$ cat src/rtl/intersection_phase_ctrl_pkg.sv
// Shared encodings for the intersection phase scheduler: phase states,
// car/ped light codes and the bundle of per-direction light outputs.
package intersection_phase_ctrl_pkg;

    typedef enum logic [2:0] {
        AR_NS  = 3'd0,
        NS_GRN = 3'd1,
        NS_YEL = 3'd2,
        AR_EW  = 3'd3,
        EW_GRN = 3'd4,
        EW_YEL = 3'd5
    } phase_e;

    localparam logic [1:0] CAR_RED = 2'b00;
    localparam logic [1:0] CAR_YEL = 2'b01;
    localparam logic [1:0] CAR_GRN = 2'b10;

    localparam logic [1:0] PED_DONT  = 2'b00;
    localparam logic [1:0] PED_FLASH = 2'b01;
    localparam logic [1:0] PED_WALK  = 2'b10;

    typedef struct packed {
        logic [1:0] n_car;
        logic [1:0] s_car;
        logic [1:0] e_car;
        logic [1:0] w_car;
        logic [1:0] n_ped;
        logic [1:0] s_ped;
        logic [1:0] e_ped;
        logic [1:0] w_ped;
    } lights_t;

endpackage

$ cat src/rtl/intersection_phase_ctrl_if.sv
// Request inputs and light/status outputs of the phase scheduler.
// ped_req bit order is N,S,E,W (bit3..0); ped_pend uses the same order.
interface intersection_phase_ctrl_if;
    logic [3:0] ped_req;
    logic       emg_req;
    logic       emg_dir;
    logic [1:0] n_car, s_car, e_car, w_car;
    logic [1:0] n_ped, s_ped, e_ped, w_ped;
    logic [2:0] phase;
    logic [7:0] cycle;
    logic [3:0] ped_pend;

    modport master (
        output ped_req, emg_req, emg_dir,
        input  n_car, s_car, e_car, w_car, n_ped, s_ped, e_ped, w_ped,
        input  phase, cycle, ped_pend
    );

    modport slave (
        input  ped_req, emg_req, emg_dir,
        output n_car, s_car, e_car, w_car, n_ped, s_ped, e_ped, w_ped,
        output phase, cycle, ped_pend
    );
endinterface

$ cat src/rtl/intersection_phase_ctrl_ped_latch.sv
// Pedestrian request latch: holds pending buttons and records whether each
// axis had a request when its green started (the "served" flag).
module intersection_phase_ctrl_ped_latch (
    input  logic       clk,
    input  logic       rst,
    input  logic [3:0] ped_req_i,
    input  logic       clr_ns_i,
    input  logic       clr_ew_i,
    output logic [3:0] pend_o,
    output logic [3:0] pend_d_o,
    output logic       served_ns_d_o,
    output logic       served_ew_d_o
);
    logic [3:0] pend_q, pend_d, seen;
    logic       served_ns_q, served_ns_d;
    logic       served_ew_q, served_ew_d;

    // A button seen on the green entry edge is absorbed into that green.
    always_comb begin
        seen        = pend_q | ped_req_i;
        pend_d      = seen & ~{clr_ns_i, clr_ns_i, clr_ew_i, clr_ew_i};
        served_ns_d = clr_ns_i ? |seen[3:2] : served_ns_q;
        served_ew_d = clr_ew_i ? |seen[1:0] : served_ew_q;
    end

    always_ff @(posedge clk) begin
        if (rst) begin
            pend_q      <= '0;
            served_ns_q <= 1'b0;
            served_ew_q <= 1'b0;
        end else begin
            pend_q      <= pend_d;
            served_ns_q <= served_ns_d;
            served_ew_q <= served_ew_d;
        end
    end

    assign pend_o        = pend_q;
    assign pend_d_o      = pend_d;
    assign served_ns_d_o = served_ns_d;
    assign served_ew_d_o = served_ew_d;
endmodule

$ cat src/rtl/intersection_phase_ctrl.sv
// Four-way intersection phase scheduler: timed green/yellow/all-red cycle with
// ped-request truncation and emergency pre-emption; all lights registered.
module intersection_phase_ctrl
    import intersection_phase_ctrl_pkg::*;
#(
    parameter int unsigned GREEN_T   = 40,
    parameter int unsigned YELLOW_T  = 8,
    parameter int unsigned ALLRED_T  = 4,
    parameter int unsigned MIN_GREEN = 16,
    parameter int unsigned PED_CLR_T = 6
) (
    input logic                      clk,
    input logic                      rst,
    intersection_phase_ctrl_if.slave bus
);
    localparam logic [7:0] AR_LAST     = 8'(ALLRED_T - 1);
    localparam logic [7:0] GRN_LAST    = 8'(GREEN_T - 1);
    localparam logic [7:0] YEL_LAST    = 8'(YELLOW_T - 1);
    localparam logic [7:0] MIN_LAST    = 8'(MIN_GREEN - 1);
    localparam logic [7:0] WALK_LAST   = 8'(GREEN_T - 1 - PED_CLR_T);
    localparam logic [7:0] TRUNC_FLASH = 8'(MIN_GREEN - PED_CLR_T);

    phase_e     state_q, state_d;
    logic [7:0] cycle_q, cycle_d;
    lights_t    lights_q;
    logic       clr_ns, clr_ew, hold_d;
    logic [3:0] pend_q, pend_d;
    logic       served_ns_d, served_ew_d;

    intersection_phase_ctrl_ped_latch u_ped_latch (
        .clk           (clk),
        .rst           (rst),
        .ped_req_i     (bus.ped_req),
        .clr_ns_i      (clr_ns),
        .clr_ew_i      (clr_ew),
        .pend_o        (pend_q),
        .pend_d_o      (pend_d),
        .served_ns_d_o (served_ns_d),
        .served_ew_d_o (served_ew_d)
    );

    // Flash starts early when a pending opposite request will cut the green at MIN_GREEN.
    function automatic logic [1:0] ped_light(logic served, logic held, logic opp_pend,
                                             logic [7:0] cyc);
        if (!served || held) return PED_DONT;
        if (cyc > WALK_LAST || (opp_pend && cyc >= TRUNC_FLASH)) return PED_FLASH;
        return PED_WALK;
    endfunction

    function automatic lights_t decode(phase_e st, logic [7:0] cyc, logic srv_ns,
                                       logic srv_ew, logic [3:0] pend, logic held);
        lights_t l;
        l = '0;
        unique case (st)
            NS_GRN: begin
                l.n_car = CAR_GRN;
                l.s_car = CAR_GRN;
                l.n_ped = ped_light(srv_ns, held, |pend[1:0], cyc);
                l.s_ped = l.n_ped;
            end
            NS_YEL: begin
                l.n_car = CAR_YEL;
                l.s_car = CAR_YEL;
            end
            EW_GRN: begin
                l.e_car = CAR_GRN;
                l.w_car = CAR_GRN;
                l.e_ped = ped_light(srv_ew, held, |pend[3:2], cyc);
                l.w_ped = l.e_ped;
            end
            EW_YEL: begin
                l.e_car = CAR_YEL;
                l.w_car = CAR_YEL;
            end
            default: ;
        endcase
        return l;
    endfunction

    always_comb begin
        state_d = state_q;
        unique case (state_q)
            AR_NS:  if (cycle_q >= AR_LAST) state_d = NS_GRN;
            NS_GRN: begin
                if (bus.emg_req && !bus.emg_dir) state_d = NS_GRN;
                else if (bus.emg_req || cycle_q >= GRN_LAST ||
                         (|pend_q[1:0] && cycle_q >= MIN_LAST)) state_d = NS_YEL;
            end
            NS_YEL: if (cycle_q >= YEL_LAST) state_d = AR_EW;
            AR_EW:  if (cycle_q >= AR_LAST) state_d = EW_GRN;
            EW_GRN: begin
                if (bus.emg_req && bus.emg_dir) state_d = EW_GRN;
                else if (bus.emg_req || cycle_q >= GRN_LAST ||
                         (|pend_q[3:2] && cycle_q >= MIN_LAST)) state_d = EW_YEL;
            end
            EW_YEL: if (cycle_q >= YEL_LAST) state_d = AR_NS;
            default: state_d = AR_NS;
        endcase

        if (state_d != state_q) cycle_d = '0;
        else if (cycle_q == 8'hFF) cycle_d = cycle_q;
        else cycle_d = cycle_q + 8'd1;

        clr_ns = (state_q == AR_NS) && (state_d == NS_GRN);
        clr_ew = (state_q == AR_EW) && (state_d == EW_GRN);
        hold_d = bus.emg_req && ((state_d == NS_GRN && !bus.emg_dir) ||
                                 (state_d == EW_GRN &&  bus.emg_dir));
    end

    always_ff @(posedge clk) begin
        if (rst) begin
            state_q  <= AR_NS;
            cycle_q  <= '0;
            lights_q <= '0;
        end else begin
            state_q  <= state_d;
            cycle_q  <= cycle_d;
            lights_q <= decode(state_d, cycle_d, served_ns_d, served_ew_d, pend_d, hold_d);
        end
    end

    assign bus.phase    = state_q;
    assign bus.cycle    = cycle_q;
    assign bus.ped_pend = pend_q;
    assign bus.n_car    = lights_q.n_car;
    assign bus.s_car    = lights_q.s_car;
    assign bus.e_car    = lights_q.e_car;
    assign bus.w_car    = lights_q.w_car;
    assign bus.n_ped    = lights_q.n_ped;
    assign bus.s_ped    = lights_q.s_ped;
    assign bus.e_ped    = lights_q.e_ped;
    assign bus.w_ped    = lights_q.w_ped;
endmodule
$ cat src/flat_wrapper.sv
// flat-port wrapper written by rule: the top's interface ports become plain ports
module intersection_phase_ctrl_flat import intersection_phase_ctrl_pkg::*;
#(
    parameter int unsigned GREEN_T   = 40,
    parameter int unsigned YELLOW_T  = 8,
    parameter int unsigned ALLRED_T  = 4,
    parameter int unsigned MIN_GREEN = 16,
    parameter int unsigned PED_CLR_T = 6
)
  (clk, rst, bus_ped_req, bus_emg_req, bus_emg_dir, bus_n_car, bus_s_car, bus_e_car, bus_w_car, bus_n_ped, bus_s_ped, bus_e_ped, bus_w_ped, bus_phase, bus_cycle, bus_ped_pend);
  intersection_phase_ctrl_if bus_i ();
  input logic clk;
  input logic rst;
  input wire logic [$bits(bus_i.ped_req)-1:0] bus_ped_req;
  input wire logic [$bits(bus_i.emg_req)-1:0] bus_emg_req;
  input wire logic [$bits(bus_i.emg_dir)-1:0] bus_emg_dir;
  output wire logic [$bits(bus_i.n_car)-1:0] bus_n_car;
  output wire logic [$bits(bus_i.s_car)-1:0] bus_s_car;
  output wire logic [$bits(bus_i.e_car)-1:0] bus_e_car;
  output wire logic [$bits(bus_i.w_car)-1:0] bus_w_car;
  output wire logic [$bits(bus_i.n_ped)-1:0] bus_n_ped;
  output wire logic [$bits(bus_i.s_ped)-1:0] bus_s_ped;
  output wire logic [$bits(bus_i.e_ped)-1:0] bus_e_ped;
  output wire logic [$bits(bus_i.w_ped)-1:0] bus_w_ped;
  output wire logic [$bits(bus_i.phase)-1:0] bus_phase;
  output wire logic [$bits(bus_i.cycle)-1:0] bus_cycle;
  output wire logic [$bits(bus_i.ped_pend)-1:0] bus_ped_pend;
  assign bus_i.ped_req = bus_ped_req;
  assign bus_i.emg_req = bus_emg_req;
  assign bus_i.emg_dir = bus_emg_dir;
  assign bus_n_car = bus_i.n_car;
  assign bus_s_car = bus_i.s_car;
  assign bus_e_car = bus_i.e_car;
  assign bus_w_car = bus_i.w_car;
  assign bus_n_ped = bus_i.n_ped;
  assign bus_s_ped = bus_i.s_ped;
  assign bus_e_ped = bus_i.e_ped;
  assign bus_w_ped = bus_i.w_ped;
  assign bus_phase = bus_i.phase;
  assign bus_cycle = bus_i.cycle;
  assign bus_ped_pend = bus_i.ped_pend;
  intersection_phase_ctrl #(.GREEN_T(GREEN_T), .YELLOW_T(YELLOW_T), .ALLRED_T(ALLRED_T), .MIN_GREEN(MIN_GREEN), .PED_CLR_T(PED_CLR_T)) u_core (.clk(clk), .rst(rst), .bus(bus_i));
endmodule
$ cat config.mk
export PLATFORM = sky130hd
export DESIGN_NAME = intersection_phase_ctrl_flat
export DESIGN_NICKNAME = d
export VERILOG_FILES = /design/src/rtl/intersection_phase_ctrl_pkg.sv /design/src/rtl/intersection_phase_ctrl_if.sv /design/src/rtl/intersection_phase_ctrl_ped_latch.sv /design/src/rtl/intersection_phase_ctrl.sv /design/src/flat_wrapper.sv
export SDC_FILE = /design/constraint.sdc
export NUM_CORES = 1
export LEC_CHECK = 0
export CAP_MARGIN = 10
export CORE_UTILIZATION = 35
export CTS_CLUSTER_DIAMETER = 60
export DETAILED_ROUTE_END_ITERATION = 10
export GPL_ROUTABILITY_DRIVEN = 0
export PLACE_DENSITY = 0.7
export SLEW_MARGIN = 20
export SYNTH_ARGS = -nofsm -noshare
export SYNTH_HDL_FRONTEND = slang
export SYNTH_SLANG_ARGS = --single-unit
$ cat constraint.sdc
create_clock -name clk -period 2.83 [get_ports clk]
set_clock_uncertainty 0.05 [all_clocks]
set_input_delay 0.283 -clock clk [delete_from_list [all_inputs] [get_ports clk]]
set_output_delay 0.283 -clock clk [all_outputs]
set_load 0.01 [all_outputs]
# == Word level (Yosys, flattened, before mapping) ==
# Cells that the tools add are included.
# op_classes
reduce_logical,31
n_mux,37
bitwise_logic,5
order_cmp,6
add_sub_neg,1
n_eq_ne,11
# ops
cell,n
$mux W3,8
$pmux W3 S6,1
$ge A8 B4 Y1 const B,2
$mux W1,16
$mux W2,8
$mux W8,2
$pmux W4 S2,2
$reduce_or A2 Y1,8
$eq A3 B3 Y1 const B,4
$logic_and A1 B1 Y1,11
$eq A3 B2 Y1 const B,3
$add A8 B1 Y8 const B,1
$eq A8 B8 Y1 const B,1
$ge A8 B2 Y1 const B,1
$ge A8 B3 Y1 const B,1
$ge A8 B6 Y1 const B,1
$gt A8 B6 Y1 const B,1
$logic_or A1 B1 Y1,8
$eq A3 B1 Y1 const B,2
$and A4 B4 Y4,1
$not A4 Y4,1
$or A4 B4 Y4,1
$logic_not A1 Y1,3
$logic_not A3 Y1,1
other kinds (2),3
# totals
word_cells,102
output_inout_bits,31
input_bits,8
register_bits,29

# == Logic depth before layout (Yosys ltp) ==
# logic_depth
ltp_word,19
depth_mapped,8
mapped_depth_nobuf,7

# == Hierarchy ==
# From an unflattened synthesis, not the netlist that was laid out.
# hier_totals
cells_unflattened,178
area_unflattened_um2,1417.6
# modules_own_cells
mod,n_inst,seq_area_each_um2,area_each_um2,cells_per_inst
intersection_phase_ctrl,1,380.4,1204.9,154
intersection_phase_ctrl_ped_latch,1,120.1,212.7,24

# == Worst setup path after synthesis ==
# OpenSTA, ideal clock, no wires.
# synth_path
kind,flip-flop to flip-flop
startpoint,"register u_core.cycle_q[0], in the netlist u_core.bus.cycle[0]"
endpoint,register u_core.lights_q (netlist bit u_core.bus.e_ped[0])
path_slack_ns,0.328
path_stages_with_launch,9
setup_time_ns,0.073
t_required_ns,2.707
n_path_buf,1
arrival_time_ns,2.379
synth_period_minus_slack_ns,2.502
cell_sequence,dfxtp_1 -> ha_1 -> buf_6 -> a211o_1 -> a2111oi_4 -> a21o_2 -> o211ai_4 -> or4b_1 -> nor3b_2
# synth_via
elab_chain_len,19
word_cells_on_any_way,53
classes_between,1 x add/sub; 6 x order compare; 4 x eq/ne; 22 x mux; 3 x bitwise; 17 x reduce/logical
# synth_lines
element,line_no,text
start: declaration,intersection_phase_ctrl.sv:24,"logic [7:0] cycle_q, cycle_d;"
start signal: assignment,intersection_phase_ctrl.sv:117,cycle_q <= cycle_d;
branches (longest 19 deep; another with $ge A8 B6 Y1),-,
end signal: assignment,intersection_phase_ctrl.sv:118,"lights_q <= decode(state_d, cycle_d, served_ns_d, served_ew_d, pend_d, hold_d);"
end: declaration,intersection_phase_ctrl.sv:25,lights_t lights_q;
# Parallel ways; which one is timed is not known. The select of a mux whose other input is x is not followed.
# A chain may end at the register's enable or synchronous reset.

# == Final worst setup path ==
# Same ends and word-level chain as after synthesis.

==> key figures <==
Final layout
  • Fill cells: 389
  • Multi-input gate area: 751 sq um
  • Fin nets: 199
  • Commonest non-fill, non-tap cells in the layout: 38 x clkdlybuf4s50_1, 25 x dfxtp_1, 18 x nor2_1
  • Area Overhead vs Synth: 30.2%
  • FF/Latch Area: 500 sq um
  • ANT cells: 0
  • Most common cell after layout, fill and taps aside: clkdlybuf4s50_1
  • Layout cells sized above 1: 10.6%

Global routing
  • Total grt overflow: 0
  • Number of global-route vias before repair: 1101
  • Total track usage: 16.2%
  • First-pass GRT wire length: 5.24 mm
  • Largest net degree at the start of global routing: 19
  • Antenna violations before repair: 0

Yosys
  • Synth Net Count: 169
  • Synth Register Bits: 25
  • Cell Area, Synth: 1370 sq um
  • Synth Area per Inst: 8.59 sq um
  • Sequential area share after synthesis: 36.4%
  • Dominant cell type by area after synthesis: dfxtp_1
  • Top cells by area, synth: dfxtp_1 36%, nor2_1 4.9%, nor3_1 4.7%, buf_4 4.4%, nor4_1 3.2%
  • Ys async rst share: 0%
  • Synth Instances: 160
  • Yosys warns: 0
  • Distinct cells, synth: 52
  • Main synth FF type: dfxtp_1
  • EDFF count, synth: 0
  • Top cell type's share of synthesized area: 36.4%

Power
  • LEAKAGE: 0.644 nW
  • Total power: 0.00109 W
  • Clock Power Share: 19.5%
  • Comb power frac: 39.6%
  • Switching Share: 35.8%
  • Internal power: 0.000700 W
  • Net Switching: 0.000390 W
  • Seq pwr share: 41.0%
  • Worst vdd ir: 223 uV
  • PwrDens: 609 nW/um^2

Floorplanning
  • Io pins: 39
  • Standard-cell row count: 22
  • Initial Util: 37.0%
  • Die span in y: 64.7 um
  • Core outline area: 3720 sq um
  • Chip Width: 64.7 um
  • Die ar.: 4180 sq um

STA
  • Fin worst setup slack: 0.255 ns
  • RSZ-0062 raised after global routing: false
  • Clock period minus worst slack: 2.57 ns
  • Setup_tns: 0 ns
  • Slew Viols, Final: 0
  • Worst Tran Pin Value: 0.477 ns
  • Final Setup Violations: 0
  • Max transition margin: 68.2%
  • Fmax achieved: 388 MHz
  • Final hold violation count: 0
  • Final period utilization: 91.0%

CTS
  • Total setup buffers inserted after CTS: 0
  • Worst-Skew Late Latency: 0.27 ns
  • CTS tree: built
  • H-tree lvl count: 1
  • CTS root buf: clkbuf_8
  • Clock-pin slew on the worst setup and hold paths: 0.09 ns
  • Post_cts resized: 0
  • Num CTS Buffers: 3
  • Clock tree buffer depth: 2
  • # clock sinks: 25
  • Hold Buf Count CTS: 0

Placement
  • DP Wirelength: 2.38 mm
  • Number of port buffers: 38
  • Setup WS pre-CTS: 0.276 ns

Worst setup path
  • Crit path max fanout: 9
  • Crit-path cells: ha_1, a211o_1, a2111oi_4, a21o_2, o211ai_4, or4b_1, nor3b_2
  • Worst EP arrival: 2.73 ns
  • Top Family by Delay on Critical Path: compound AO/OA/AOI/OAI gates
  • Crit end category: flop
  • Crit path largest cell delay: 0.58 ns
  • Crit path required time: 2.98 ns
  • Critical Path Source Type: flop
  • Crit path kind: reg2reg
  • Slowest stage cell on the critical path: or4b_1
  • CP bufs+invs: 0

Routing
  • Via-to-Cell Ratio: 5.40
  • Antenna violation net count after detailed routing: 0
  • Vias after detailed routing: 1280
  • Post-Route WL: 3.14 mm
  • 1st-pass router iterations: 4
  • Initial DRC count: 48
  • # DRC: 0
  • Average routed wire per standard cell: 13.3 um

Min path
  • HP Class: reg2reg

Flow run
  • Max cap viols: 0

Status
  • Status: finished, final reports clean
## layer usage
metal	vias to the layer above	track usage, %	wire [um]
met1	597	22.2	1510
li1	639	-	-
met2	40	25.1	1440
met3	4	2.29	139
met4	0	6.67	53
met5	-	0	0
## worst paths after layout
path | from | endpoint | slack, ns | depth (start not counted)
worst min register to register | u_core.u_ped_latch.served_ns_q$_SDFF_PP0_ | u_core.u_ped_latch.served_ns_q$_SDFF_PP0_ | 0.46 | 2
worst max register to register | u_core.bus.cycle[0]$_SDFF_PP0_ | u_core.bus.e_ped[0]$_SDFF_PP0_ | 0.26 | 7
worst max-delay path | u_core.bus.cycle[0]$_SDFF_PP0_ | u_core.bus.e_ped[0]$_SDFF_PP0_ | 0.26 | 7
worst min-delay path | u_core.u_ped_latch.served_ns_q$_SDFF_PP0_ | u_core.u_ped_latch.served_ns_q$_SDFF_PP0_ | 0.46 | 2
## power by group through the flow
stage               sequential (W)  combinational (W)  clock, W
floorplan                 0.000452           0.000267         0
global placement          0.000452           0.000430         0
detailed placement        0.000455           0.000433         0
CTS                       0.000446           0.000436  0.000220
global route              0.000454           0.000478  0.000238
finish                    0.000447           0.000431  0.000212
## layout make-up
cell class              count  area share (%)
multi-input cells         113            42.0
repair buffers             42            22.9
flip-flops and latches     25            28.0
well taps                  48            3.36
clock buffers               3            2.31
inverters                   5            1.05
clock inverters             1           0.420
## per-stage QoR
stage | instances | instance area (sq um) | hold slack, ns | util, %
final | 237 | 1790 | 0.462 | 48.1
after global routing | 237 | 1790 | 0.505 | 48.1
after CTS | 237 | 1790 | 0.461 | 48.1
after detailed placement | 233 | 1740 | 0.448 | 46.8
after global placement | 233 | 1740 | 0.437 | 46.8
after floorplan | 160 | 1370 | 0.395 | -
## Yosys cell counts (3+ instances only)
cell type  number
clkbuf_1        5
dfxtp_1        25
nand3_1         3
nand2_1         7
a211oi_1        3
nor3_1         13
nor4_1          7
nand2b_1        3
mux2i_1         3
inv_1           5
and3_1          4
nor2_1         18
a31oi_1         3
a21oi_1         8
buf_4           8
## worst reg2reg max path: cells and delay by family (launching register included)
family | cells | cell delay, ns
simple gates | 2 | 0.74
fa+ha+maj | 1 | 0.30
flops | 1 | 0.35
compound gates | 4 | 1.07
## cell families (layout without fill, tap and decap cells)
kind of cell	Yosys count	after routing	share of synthesized area (%)
flip-flops	25	25	36.4
buffers and inverters	22	51	8.93
adder cells (fa/ha/maj)	1	1	0.911
AND/OR/NAND/NOR	72	72	29.2
multiplexers	4	4	3.19
AO/OA/AOI/OAI	34	34	20.0
XOR/XNOR	2	2	1.28
## flip-flops by register name (all words and copies together) (netlist names)
| name | cells |
|---|---|
| u_core.bus.cycle | 8 |
| u_core.bus.e_ped | 2 |
| u_core.bus.n_ped | 2 |
| u_core.bus.phase | 3 |
| u_core.bus.s_car | 2 |
| u_core.bus.w_car | 2 |
| u_core.u_ped_latch.pend_o | 4 |
| u_core.u_ped_latch.served_ew_q | 1 |
| u_core.u_ped_latch.served_ns_q | 1 |
Note: power is estimated with default switching activity, not from simulation.
